### config.mk
export PLATFORM = sky130hd
export DESIGN_NAME = uart_alu_ctrl_flat
export DESIGN_NICKNAME = d
export VERILOG_FILES = /design/src/rtl/uart_alu_ctrl_if.sv /design/src/rtl/uart_alu_ctrl.sv /design/src/flat_wrapper.sv
export SDC_FILE = /design/constraint.sdc
export NUM_CORES = 1
export LEC_CHECK = 0
export BUFFER_PORTS_ARGS = -buffer_cell sky130_fd_sc_hd__clkbuf_2
export CORE_MARGIN = 5
export CORE_UTILIZATION = 50
export DETAILED_ROUTE_END_ITERATION = 8
export PLACE_DENSITY = 0.86
export SYNTH_ARGS = -nofsm -noshare
export SYNTH_HDL_FRONTEND = slang
export SYNTH_SLANG_ARGS = --single-unit
### constraint.sdc
create_clock -name clk -period 2.4 [get_ports clk]
set_clock_uncertainty 0.05 [all_clocks]
set_input_delay 0.72 -clock clk [delete_from_list [all_inputs] [get_ports clk]]
set_output_delay 0.72 -clock clk [all_outputs]
set_load 0.01 [all_outputs]
### src/rtl/uart_alu_ctrl_if.sv
// Bundle of UART receive/transmit handshakes and ALU operand/result signals.
// The controller uses the slave view; the surrounding environment drives through master.
interface uart_alu_ctrl_if #(
    parameter int NB_DATA = 8,
    parameter int NB_OP   = 6
);
    logic               i_tick;
    logic [NB_DATA-1:0] i_rx_data;
    logic               i_rx_done;
    logic [NB_DATA-1:0] i_alu_result;
    logic               i_tx_done;
    logic [NB_DATA-1:0] o_data_a;
    logic [NB_DATA-1:0] o_data_b;
    logic [NB_OP-1:0]   o_op;
    logic [NB_DATA-1:0] o_tx_data;
    logic               o_tx_start;
    logic               o_busy;
    logic               o_drop;
    logic               o_timeout;

    modport slave (
        input  i_tick, i_rx_data, i_rx_done, i_alu_result, i_tx_done,
        output o_data_a, o_data_b, o_op, o_tx_data, o_tx_start, o_busy, o_drop, o_timeout
    );

    modport master (
        output i_tick, i_rx_data, i_rx_done, i_alu_result, i_tx_done,
        input  o_data_a, o_data_b, o_op, o_tx_data, o_tx_start, o_busy, o_drop, o_timeout
    );
endinterface

### src/rtl/uart_alu_ctrl.sv
// Sequences three received bytes (A, B, opcode) into the ALU and one transmit request.
// Latency: opcode byte at n -> o_op at n+1 -> o_tx_start/o_tx_data at n+2.
// Backpressure: none on rx; bytes arriving while a result is pending are dropped and flagged.
module uart_alu_ctrl #(
    parameter int NB_DATA       = 8,
    parameter int NB_OP         = 6,
    parameter int TIMEOUT_TICKS = 1024
) (
    input  logic              clk,
    input  logic              i_rst,
    uart_alu_ctrl_if.slave    bus
);
    localparam int CNT_W = $clog2(TIMEOUT_TICKS);
    localparam logic [CNT_W-1:0] CNT_LAST = CNT_W'(TIMEOUT_TICKS - 1);

    typedef enum logic [2:0] {
        WAIT_A  = 3'd0,
        WAIT_B  = 3'd1,
        WAIT_OP = 3'd2,
        CAPTURE = 3'd3,
        WAIT_TX = 3'd4
    } state_t;

    state_t           state, state_nxt;
    logic [CNT_W-1:0] tick_cnt;
    logic             ld_a, ld_b, ld_op, ld_tx;
    logic             drop_nxt, timeout_nxt;
    logic             expire;

    // Expiry only matters in the operand-gathering states; a byte in the same cycle wins.
    assign expire = bus.i_tick && (tick_cnt == CNT_LAST);

    always_comb begin
        state_nxt   = state;
        ld_a        = 1'b0;
        ld_b        = 1'b0;
        ld_op       = 1'b0;
        ld_tx       = 1'b0;
        drop_nxt    = 1'b0;
        timeout_nxt = 1'b0;
        case (state)
            WAIT_A: begin
                if (bus.i_rx_done) begin
                    ld_a      = 1'b1;
                    state_nxt = WAIT_B;
                end
            end
            WAIT_B: begin
                if (bus.i_rx_done) begin
                    ld_b      = 1'b1;
                    state_nxt = WAIT_OP;
                end else if (expire) begin
                    timeout_nxt = 1'b1;
                    state_nxt   = WAIT_A;
                end
            end
            WAIT_OP: begin
                if (bus.i_rx_done) begin
                    ld_op     = 1'b1;
                    state_nxt = CAPTURE;
                end else if (expire) begin
                    timeout_nxt = 1'b1;
                    state_nxt   = WAIT_A;
                end
            end
            CAPTURE: begin
                ld_tx     = 1'b1;
                drop_nxt  = bus.i_rx_done;
                state_nxt = WAIT_TX;
            end
            WAIT_TX: begin
                drop_nxt = bus.i_rx_done;
                if (bus.i_tx_done) begin
                    state_nxt = WAIT_A;
                end
            end
            default: state_nxt = WAIT_A;
        endcase
    end

    always_ff @(posedge clk) begin
        if (i_rst) begin
            state         <= WAIT_A;
            tick_cnt      <= '0;
            bus.o_data_a  <= '0;
            bus.o_data_b  <= '0;
            bus.o_op      <= '0;
            bus.o_tx_data <= '0;
            bus.o_tx_start <= 1'b0;
            bus.o_drop    <= 1'b0;
            bus.o_timeout <= 1'b0;
        end else begin
            state          <= state_nxt;
            bus.o_tx_start <= ld_tx;
            bus.o_drop     <= drop_nxt;
            bus.o_timeout  <= timeout_nxt;
            if (state_nxt != state) begin
                tick_cnt <= '0;
            end else if (bus.i_tick && (state == WAIT_B || state == WAIT_OP)) begin
                tick_cnt <= tick_cnt + 1'b1;
            end
            if (ld_a)  bus.o_data_a  <= bus.i_rx_data;
            if (ld_b)  bus.o_data_b  <= bus.i_rx_data;
            if (ld_op) bus.o_op      <= bus.i_rx_data[NB_OP-1:0];
            if (ld_tx) bus.o_tx_data <= bus.i_alu_result;
        end
    end

    assign bus.o_busy = (state != WAIT_A);

endmodule

### src/flat_wrapper.sv
// flat-port wrapper written by rule: the top's interface ports become plain ports
module uart_alu_ctrl_flat 
#(
    parameter int NB_DATA       = 8,
    parameter int NB_OP         = 6,
    parameter int TIMEOUT_TICKS = 1024
)
  (clk, i_rst, bus_i_tick, bus_i_rx_data, bus_i_rx_done, bus_i_alu_result, bus_i_tx_done, bus_o_data_a, bus_o_data_b, bus_o_op, bus_o_tx_data, bus_o_tx_start, bus_o_busy, bus_o_drop, bus_o_timeout);
  uart_alu_ctrl_if #(.NB_DATA(NB_DATA), .NB_OP(NB_OP)) bus_i ();
  input  logic clk;
  input  logic i_rst;
  input wire logic [$bits(bus_i.i_tick)-1:0] bus_i_tick;
  input wire logic [$bits(bus_i.i_rx_data)-1:0] bus_i_rx_data;
  input wire logic [$bits(bus_i.i_rx_done)-1:0] bus_i_rx_done;
  input wire logic [$bits(bus_i.i_alu_result)-1:0] bus_i_alu_result;
  input wire logic [$bits(bus_i.i_tx_done)-1:0] bus_i_tx_done;
  output wire logic [$bits(bus_i.o_data_a)-1:0] bus_o_data_a;
  output wire logic [$bits(bus_i.o_data_b)-1:0] bus_o_data_b;
  output wire logic [$bits(bus_i.o_op)-1:0] bus_o_op;
  output wire logic [$bits(bus_i.o_tx_data)-1:0] bus_o_tx_data;
  output wire logic [$bits(bus_i.o_tx_start)-1:0] bus_o_tx_start;
  output wire logic [$bits(bus_i.o_busy)-1:0] bus_o_busy;
  output wire logic [$bits(bus_i.o_drop)-1:0] bus_o_drop;
  output wire logic [$bits(bus_i.o_timeout)-1:0] bus_o_timeout;
  assign bus_i.i_tick = bus_i_tick;
  assign bus_i.i_rx_data = bus_i_rx_data;
  assign bus_i.i_rx_done = bus_i_rx_done;
  assign bus_i.i_alu_result = bus_i_alu_result;
  assign bus_i.i_tx_done = bus_i_tx_done;
  assign bus_o_data_a = bus_i.o_data_a;
  assign bus_o_data_b = bus_i.o_data_b;
  assign bus_o_op = bus_i.o_op;
  assign bus_o_tx_data = bus_i.o_tx_data;
  assign bus_o_tx_start = bus_i.o_tx_start;
  assign bus_o_busy = bus_i.o_busy;
  assign bus_o_drop = bus_i.o_drop;
  assign bus_o_timeout = bus_i.o_timeout;
  uart_alu_ctrl #(.NB_DATA(NB_DATA), .NB_OP(NB_OP), .TIMEOUT_TICKS(TIMEOUT_TICKS)) u_core (.clk(clk), .i_rst(i_rst), .bus(bus_i));
endmodule
==> summary.md, run 1 <==
| Metric | Value |
|---|---|
| Vias in the first global route | ~1.5k |
| Crit path largest cell delay | 440 ps |
| Initial antenna violation count | 0 |
| All-Layer GR Usage | roughly 17% |
| Routed WL | 4.08 mm |
| Core area | 0.00363 sq mm |
| Worst Path Max Fanout | 14 |
| Die Width | 71.1 um |
| Leak | approximately 0.00088 uW |
| Via count | 1651 |
| R2R Path End | u_core.tick_cnt[9] |
| Remaining DRCs | 0 |
| Max-slew violation count | 0 |
| GPL Wtd Cong | 0.869 |
| Hold depth | 2 |
| Tot Pwr | 1420 uW |
| Fin crit share | 86.6% |
| Clock latency on the worst-skew pair | 300 ps |
| Outcome | finished clean |
| Dpl hpwl | just under 3 mm |
| ANT nets after route | 0 |
| Slowest cell on crit path | dfxtp_1 |
| GRT met1 Usage | 21.6% |
| RR Startpoint | u_core.state[0] |
| Syn Area/Cell | 8.44 sq um |
| Cell count after placement | 313 |
| Num rows | 22 |
| Fin cells | 321 |
| CTS tree | yes |
| Grt met2 use | 26.1% |
| Ports | 55 |
| H-tree levels | 2 |
| Worst vdd ir | 0.318 mV |
| Pwr Density | roughly 630 mW/mm^2 |
| CP Capture Type | output pin |
| Top Usage Layer GRT | met2 |
| Layout cells sized above 1 | 25.6% |
| Die ar. | 0.00505 sq mm |
| Vias/cell | between 5 and 6 |
| Setup Buffers After CTS | 0 |
| FMAX | 481 MHz |
| Slew @ Worst Pin | 772 ps |
| Flops & latches, synth | 46 |
| Cts repair resizes | 0 |
| Gr ovfl total | 0 |
| 1st-pass router iterations | 4 |
| Diodes inserted | 0 |
| Unrepaired setup endpoints after global routing | false |
| DIE HEIGHT | 71.1 um |
| Layout area overhead | 21.1% |
| Nets | 294 |
| Arrival @ worst endpoint | between 1000 and 1500 ps |
| Final Hold Violating Endpoints | 0 |
| CTS Hold Buffers Added | 0 |
| Place WS | 312 ps |
| Critical-path cell list | or3_1, clkbuf_2 |
| Final setup violation count | 0 |
| Synth Net Count | 243 |
| Worst Hold Path EP | u_core.bus.o_data_a[5] |
| Cell count after synthesis | 221 |
| Worst-path clk slew | 90 ps |
| Distinct cells, synth | 30 |
| Relative slew slack | 48.1% |
| R2R setup slack | roughly 490 ps |
| Cell area after synthesis | 0.00186 sq mm |
| Worst EP required | around 1600 ps |
| Final Util | 62.1% |
| Register area share after synthesis | 49.4% |
| I/O Buffers | 54 |
| First-pass GRT wire length | 6.91 mm |
| Synth warnings | 0 |
| Clock buffers created by TritonCTS | 5 |
| Total clock sinks | 46 |
| WP buf/inv | 1 |
| Buffer levels on the longest clock path | 2 |
| Drt wl/cell | 12.7 um |
| Clk root buf | clkbuf_8 |
| Worst Slack Setup Final | 322 ps |
| Reg2reg path depth | 4 |
| Worst Hold Class | reg2reg |
| Critical path type | reg2out |
| Minimum clock period | ~2100 ps |
| Met3 Use GR | 5.82% |
| Setup TNS | 0 ps |
| Maxcap violations | 0 |
| Starting Density | 51.3% |
| Cell family with most CP delay | flip-flops |
| Hold path start | u_core.bus.o_data_a[5] |
| Startpoint Class | register |
| First DRT Iteration DRCs | 151 |
| Largest net degree at the start of global routing | 36 |
==> worst register-to-register path, stage by stage, from the launching register on <==
cell and delay (ps):
dfxtp_1 580, xnor2_1 320, nor3_2 290, or3b_1 390, a211oi_2 210
==> where the power goes <==
group	internal, uW	switching (uW)
clock network	205	260
registers	784	16.8
logic	59.2	91.9
==> state kept, by name, indices dropped and copies added, names as in the netlist <==
name / cells
u_core.bus.o_op: 6
u_core.bus.o_data_b: 8
u_core.bus.o_timeout: 1
u_core.bus.o_tx_start: 1
u_core.bus.o_data_a: 8
u_core.state: 3
u_core.bus.o_tx_data: 8
u_core.bus.o_drop: 1
u_core.tick_cnt: 10
==> area by class of cell <==
class	count	area, sq um
multi-input combinational	160	886
inverter	2	7.51
tap	48	60.1
timing repair buffer	57	293
sequential	46	921
clock inverter	3	21.3
clock buffer	5	68.8
fill	340	1380
==> routing by layer <==
layer	share of wire, %	routed length, um
met3	8.2	336
met2	45	1820
met1	46	1870
met4	1.3	51
met5	0	0
==> cells in the final DEF (no fill, tap or decap), drive strengths merged, types with 3 or more instances in the layout <==
cell type and n:
dfxtp 46, nor3 16, nor2 11, clkbuf 59
a21oi 26, nand2b 5, nand2 53, buf 3
xnor2 9, nor4 6, or3 3, nor2b 3
mux2i 7
==> cell families (layout without fill, tap and decap cells) <==
kind of cell	count (synthesis)	count (layout)	synth area share, %
and+or+nand+nor	108	108	27.4
AOI/OAI and AO/OA	35	35	11.5
DFF	46	46	49.4
buffers and inverters	15	67	3.09
adders and majority gates	1	1	0.671
muxes	7	7	3.76
xor gates and xnor gates	9	9	4.23
==> worst max-delay path by stage <==
stage,startpoint,cells after the start,endpoint
final,u_core.state[0],2,bus_o_busy
after global routing,u_core.state[0],2,bus_o_busy
after CTS,u_core.state[0],2,bus_o_busy
after detailed placement,bus_i_rx_done,5,u_core.tick_cnt[2]
after global placement,bus_i_rx_done,5,u_core.tick_cnt[0]
after floorplan,bus_i_tick,5,u_core.tick_cnt[9]
==> per-stage QoR <==
stage                     hold WS [ps]  area [sq um]
after floorplan                    431          1860
after global placement             392          2170
after detailed placement           397          2170
after CTS                          410          2260
after global routing               427          2260
final                              405          2260
==> Yosys cell counts <==
library cell / number / area share [%]
dfxtp_1: 46 / 49
nand2_1: 53 / 11
nor3_2: 1 / 0.54
inv_1: 2 / 0.40
nor2_1: 11 / 2.2
nand4_1: 2 / 0.67
a22oi_4: 1 / 1.1
or4_4: 1 / 0.60
or2_2: 1 / 0.34
buf_2: 1 / 0.27
o21ai_0: 2 / 0.54
o41ai_1: 1 / 0.47
xnor2_1: 9 / 4.2
nand3_1: 2 / 0.54
a21o_1: 2 / 0.81
a21oi_1: 26 / 7.0
nor2b_1: 3 / 1.0
or3_1: 3 / 1.0
ha_1: 1 / 0.67
o31a_1: 1 / 0.47
mux2i_1: 7 / 3.8
nand3b_1: 2 / 0.81
nor4_1: 6 / 2.0
nor3b_1: 2 / 0.81
nor3_1: 15 / 4.0
or3b_1: 1 / 0.47
nand2b_1: 5 / 1.7
a22oi_1: 1 / 0.40
clkbuf_1: 12 / 2.4
a211oi_2: 1 / 0.67
Note: power is estimated with default switching activity, not from simulation.
==> run 2: changes to the inputs <==
--- a/config.mk
+++ b/config.mk
@@ -6,9 +6,10 @@
 export NUM_CORES = 1
 export LEC_CHECK = 0
 export BUFFER_PORTS_ARGS = -buffer_cell sky130_fd_sc_hd__clkbuf_2
-export CORE_MARGIN = 5
+export CORE_MARGIN = 1
 export CORE_UTILIZATION = 50
 export DETAILED_ROUTE_END_ITERATION = 8
+export GPL_TIMING_DRIVEN = 0
 export PLACE_DENSITY = 0.86
 export SYNTH_ARGS = -nofsm -noshare
 export SYNTH_HDL_FRONTEND = slang
==> run 2 against run 1 <==
Against the previous run:
- non-clock buffer count rose by 10
- total power shrank 0.14%
- setup slack worse by 63 ps
- global-route usage is 5.0 points higher
- clock power is 1% lower
- hold slack improved by 2.9 ps
- sequential power shrank 0.5%
- die area decreased by 21%
- largest power group unchanged
- highest routed layer unchanged
==> summary.md, run 2 (synthesis gave the netlist of run 1 again) <==
| Metric | Value |
|---|---|
| Total clock sinks | 46 |
| Gr ovfl total | 0 |
| I/O Buffers | 54 |
| Cts repair resizes | 0 |
| Startpoint Class | register |
| Die ar. | 0.00398 sq mm |
| FMAX | 467 MHz |
| Num rows | 21 |
| R2R Path End | u_core.tick_cnt[7] |
| Remaining DRCs | 0 |
| GPL Wtd Cong | 0.842 |
| R2R setup slack | 440 ps |
| Most frequent cells in the layout | clkbuf_2, nand2_1, dfxtp_1 |
| Routed WL | 4.00 mm |
| Critical path type | reg2out |
| Worst Slack Setup Final | ~260 ps |
| Nets | ~300 |
| Reg with most FFs | u_core.tick_cnt |
| Outcome | finished clean |
| Fin cells | 329 |
| Drt wl/cell | 12.1 um |
| Layout cells sized above 1 | around 24% |
| Relative slew slack | 37.5% |
| Buffer levels on the longest clock path | 2 |
| Clock buffers created by TritonCTS | 5 |
| Minimum clock period | ~2100 ps |
| All-Layer GR Usage | a little over a fifth |
| Clk root buf | clkbuf_8 |
| Layout area overhead | 22.4% |
| Commonest non-fill, non-tap cell in the layout | clkbuf_2 |
| Diodes inserted | 0 |
| Worst vdd ir | 0.469 mV |
| Max reg flops | 10 |
| Worst Path Max Fanout | 10 |
| H-tree levels | 2 |
| Place WS | 239 ps |
| Reg2reg path depth | 6 |
| Maxcap violations | 0 |
| Tot Pwr | 1410 uW |
| Worst-path clk slew | 90 ps |
| Leak | 0.000883 uW |
| Die Width | about 63 um |
| DIE HEIGHT | 63.1 um |
| First DRT Iteration DRCs | 73 |
| Clock latency on the worst-skew pair | approximately 290 ps |
| Arrival @ worst endpoint | 1370 ps |
| Setup Buffers After CTS | 0 |
| Final setup violation count | 0 |
| CP Capture Point | bus_o_busy |
| Fin crit share | 89.2% |
| Pwr Density | between 600 and 700 mW/mm^2 |
| Unrepaired setup endpoints after global routing | false |
| Vias/cell | 5.16 |
| ANT nets after route | 0 |
| Worst Hold Class | reg2reg |
| Final Util | between 60% and 70% |
| Starting Density | 54.2% |
| Final Hold Violating Endpoints | 0 |
| Slew @ Worst Pin | 931 ps |
| Core area | 0.00344 sq mm |
| Worst EP required | 1630 ps |
| Largest net degree at the start of global routing | 16 |
| CTS Hold Buffers Added | 0 |
| First-pass GRT wire length | 6.86 mm |
| Vias in the first global route | 1539 |
| Cell count after placement | between 300 and 400 |
| Initial antenna violation count | 0 |
| Setup TNS | 0 ps |
| 1st-pass router iterations | 5 |
| CTS tree | yes |
| Dpl hpwl | around 2.9 mm |
| CP startpoint | u_core.state[0] |
| CP Capture Type | output pin |
| Ports | 55 |
| RR Startpoint | u_core.tick_cnt[0] |
| Max-slew violation count | 0 |
| Via count | between 1.5k and 2k |
[run 2: changes by cell type in the layout (fill, tap and decap cells not counted), sizes merged]
cell	previous run	this run
clkbuf	59	71
buf	3	1
[run 2: how the worst min path moves through the flow]
stage	from	endpoint	slack (ps)	cells past startpoint
2_1_floorplan	u_core.bus.o_data_a[0]	u_core.bus.o_data_a[0]	430	2
3_3_place_gp	u_core.bus.o_data_a[3]	u_core.bus.o_data_a[3]	390	2
3_5_place_dp	u_core.bus.o_data_b[0]	u_core.bus.o_data_b[0]	400	2
4_1_cts	u_core.bus.o_data_b[0]	u_core.bus.o_data_b[0]	410	2
5_1_grt	u_core.bus.o_data_b[4]	u_core.bus.o_data_b[4]	420	2
6_report	u_core.bus.o_data_b[0]	u_core.bus.o_data_b[0]	410	2
[run 2: final cells by class]
cell class | instances | area (sq um)
Timing Repair Buffer | 54 | 270
Clock inverter | 3 | 21.3
Multi-Input combinational cell | 160 | 886
Inverter | 2 | 7.51
Buffer | 13 | 50.0
Sequential cell | 46 | 921
Fill cell | 304 | 1160
Tap cell | 46 | 57.6
Clock buffer | 5 | 68.8
[run 2: critical path, stage by stage, from the launching register on]
cell and delay (ps):
dfxtp_1 350, clkbuf_1 210, or3_1 370, clkbuf_2 140
[run 2: metal layers]
layer / up-vias / wire length, um / GRT usage (%)
li1: 870 / - / -
met1: 764 / 1850 / 27.1
met2: 55 / 1810 / 36.3
met3: 8 / 260 / 5.07
met4: 0 / 68 / 7.85
met5: - / 0 / 0
[run 2: power breakdown]
part,leakage [uW],switching [uW],internal (uW)
Clock,0.0000441,254,204
Sequential,0.000373,12.5,784
Combinational,0.000466,99.4,59.9
Total,0.000883,366,1050
[run 2: per-stage QoR]
step / instance area, sq um / hold WS, ps
floorplan: 1860 / 431
global placement: 2190 / 392
detailed placement: 2190 / 399
CTS: 2280 / 411
global route: 2280 / 422
finish: 2280 / 408
==> run 3: changes to the inputs <==
--- a/config.mk
+++ b/config.mk
@@ -7,10 +7,10 @@
 export LEC_CHECK = 0
 export BUFFER_PORTS_ARGS = -buffer_cell sky130_fd_sc_hd__clkbuf_2
 export CORE_MARGIN = 1
-export CORE_UTILIZATION = 50
+export CORE_UTILIZATION = 54
 export DETAILED_ROUTE_END_ITERATION = 8
 export GPL_TIMING_DRIVEN = 0
-export PLACE_DENSITY = 0.86
+export PLACE_DENSITY = 0.91
 export SYNTH_ARGS = -nofsm -noshare
 export SYNTH_HDL_FRONTEND = slang
 export SYNTH_SLANG_ARGS = --single-unit
==> constraint.sdc (replaced) <==
create_clock -name clk -period 2.5 [get_ports clk]
set_clock_uncertainty 0.05 [all_clocks]
set_input_delay 0.75 -clock clk [delete_from_list [all_inputs] [get_ports clk]]
set_output_delay 0.75 -clock clk [all_outputs]
set_load 0.01 [all_outputs]
==> run 3 against run 2 <==
Against the previous run:
- sequential share of layout area rose by 0.20 points
- largest power group unchanged
- hold slack improved by 7.3 ps
- critical path depth did not move
- highest routed layer unchanged
==> summary.md, run 3 (synthesis gave the netlist of run 1 again) <==
| Metric | Value |
|---|---|
| Die ar. | 0.00369 sq mm |
| Max-slew violation count | 0 |
| Relative slew slack | 42.9% |
| H-tree levels | 2 |
| Final Hold Violating Endpoints | 0 |
| Core area | 0.00315 sq mm |
| Worst Path Max Fanout | 10 |
| Largest net degree at the start of global routing | 16 |
| Layout area overhead | 21.8% |
| Startpoint Class | register |
| Outcome | finished clean |
| Cts repair resizes | 0 |
| Most frequent cells in the layout | clkbuf_2, nand2_1, dfxtp_1 |
| Slowest cell on crit path | or3_1 |
| Buffer levels on the longest clock path | 2 |
| Initial antenna violation count | 0 |
| CP Capture Type | output pin |
| Routed WL | roughly 3.9 mm |
| Maxcap violations | 0 |
| CTS Hold Buffers Added | 0 |
| Clock latency on the worst-skew pair | 370 ps |
| Fin crit share | 91.6% |
| Layout cells sized above 1 | about 24% |
| Critical path type | reg2out |
| Nets | ~300 |
| Clock buffers created by TritonCTS | 5 |
| All-Layer GR Usage | 22.9% |
| Remaining DRCs | 0 |
| Minimum clock period | 2290 ps |
| Tot Pwr | 1370 uW |
| Worst Hold Class | reg2reg |
| WP buf/inv | 2 |
| Final setup violation count | 0 |
| Setup TNS | 0 ps |
| Pwr Density | 605 mW/mm^2 |
| Unrepaired setup endpoints after global routing | false |
| Total clock sinks | 46 |
| Vias in the first global route | 1445 |
| I/O Buffers | 54 |
| Die Width | 60.8 um |
| Cell family with most CP delay | simple AND/OR/NAND/NOR gates |
| Dpl hpwl | 2.85 mm |
| Ports | 55 |
| Worst EP required | 1700 ps |
| Via count | approximately 1.7k |
| Vias/cell | 5.19 |
| Worst-path clk slew | 140 ps |
| Clk root buf | clkbuf_4 |
| 1st-pass router iterations | 4 |
| First DRT Iteration DRCs | 66 |
| Starting Density | 59.1% |
| Reg with most FFs | u_core.tick_cnt |
| Worst vdd ir | roughly 0.4 mV |
| Diodes inserted | 0 |
| CTS tree | yes |
| Num rows | 20 |
| DIE HEIGHT | 60.8 um |
| Setup Buffers After CTS | 0 |
| Commonest non-fill, non-tap cell in the layout | clkbuf_2 |
| Leak | 0.000884 uW |
| Gr ovfl total | 0 |
| First-pass GRT wire length | 6.25 mm |
| Crit path largest cell delay | 380 ps |
| Final Util | 72.0% |
| Slew @ Worst Pin | 850 ps |
| Arrival @ worst endpoint | roughly 1500 ps |
| Critical-path cell list | clkbuf_1, or3_1, clkbuf_2 |
| GPL Wtd Cong | about 0.8 |
| FMAX | 437 MHz |
| ANT nets after route | 0 |
| Max reg flops | 10 |
| Drt wl/cell | 12.0 um |
[run 3: worst paths after layout]
kind	slack (ps)	end	from	cells after the start
setup / recovery	210	bus_o_busy	u_core.state[0]	3
hold / removal	420	u_core.bus.o_tx_data[5]	u_core.bus.o_tx_data[5]	2
setup reg to reg	510	u_core.tick_cnt[2]	u_core.tick_cnt[0]	6
hold reg to reg	420	u_core.bus.o_tx_data[5]	u_core.bus.o_tx_data[5]	2
[run 3: tightest hold or removal path, cell delays in order (launching register included)]
cell,delay [ps]
dfxtp_1,330
nand2_1,50
a21oi_1,50
[run 3: per-stage QoR]
step,hold slack (ps),instances,worst slack (ps),cell area (sq um)
2_1_floorplan,431,221,645,1860
3_3_place_gp,392,319,377,2190
3_5_place_dp,396,319,350,2190
4_1_cts,414,327,198,2270
5_1_grt,434,327,126,2270
6_report,416,327,210,2270
[run 3: where the power goes]
group,total [uW],switching (uW),internal (uW)
Sequential,766,12.4,753
Combinational,151,93.7,57.4
Clock,458,245,212
Total,1370,351,1020
[run 3: per-layer routing]
metal / vias to the layer above / track usage [%] / share of wire (%)
li1: 876 / - / -
met2: 52 / 38.1 / 46
met1: 763 / 28.2 / 47
met3: 5 / 6.18 / 5.7
met5: - / 0 / 0
met4: 0 / 8.77 / 1.5
[run 3: final cells by class]
| class | instances | area [sq um] |
|---|---|---|
| Clock inverter | 3 | 43.8 |
| Inverter | 2 | 7.51 |
| Clock buffer | 5 | 37.5 |
| Buffer | 13 | 50.0 |
| Fill cell | 270 | 882 |
| Sequential cell | 46 | 921 |
| Multi-Input combinational cell | 160 | 886 |
| Tap cell | 44 | 55.1 |
| Timing Repair Buffer | 54 | 270 |
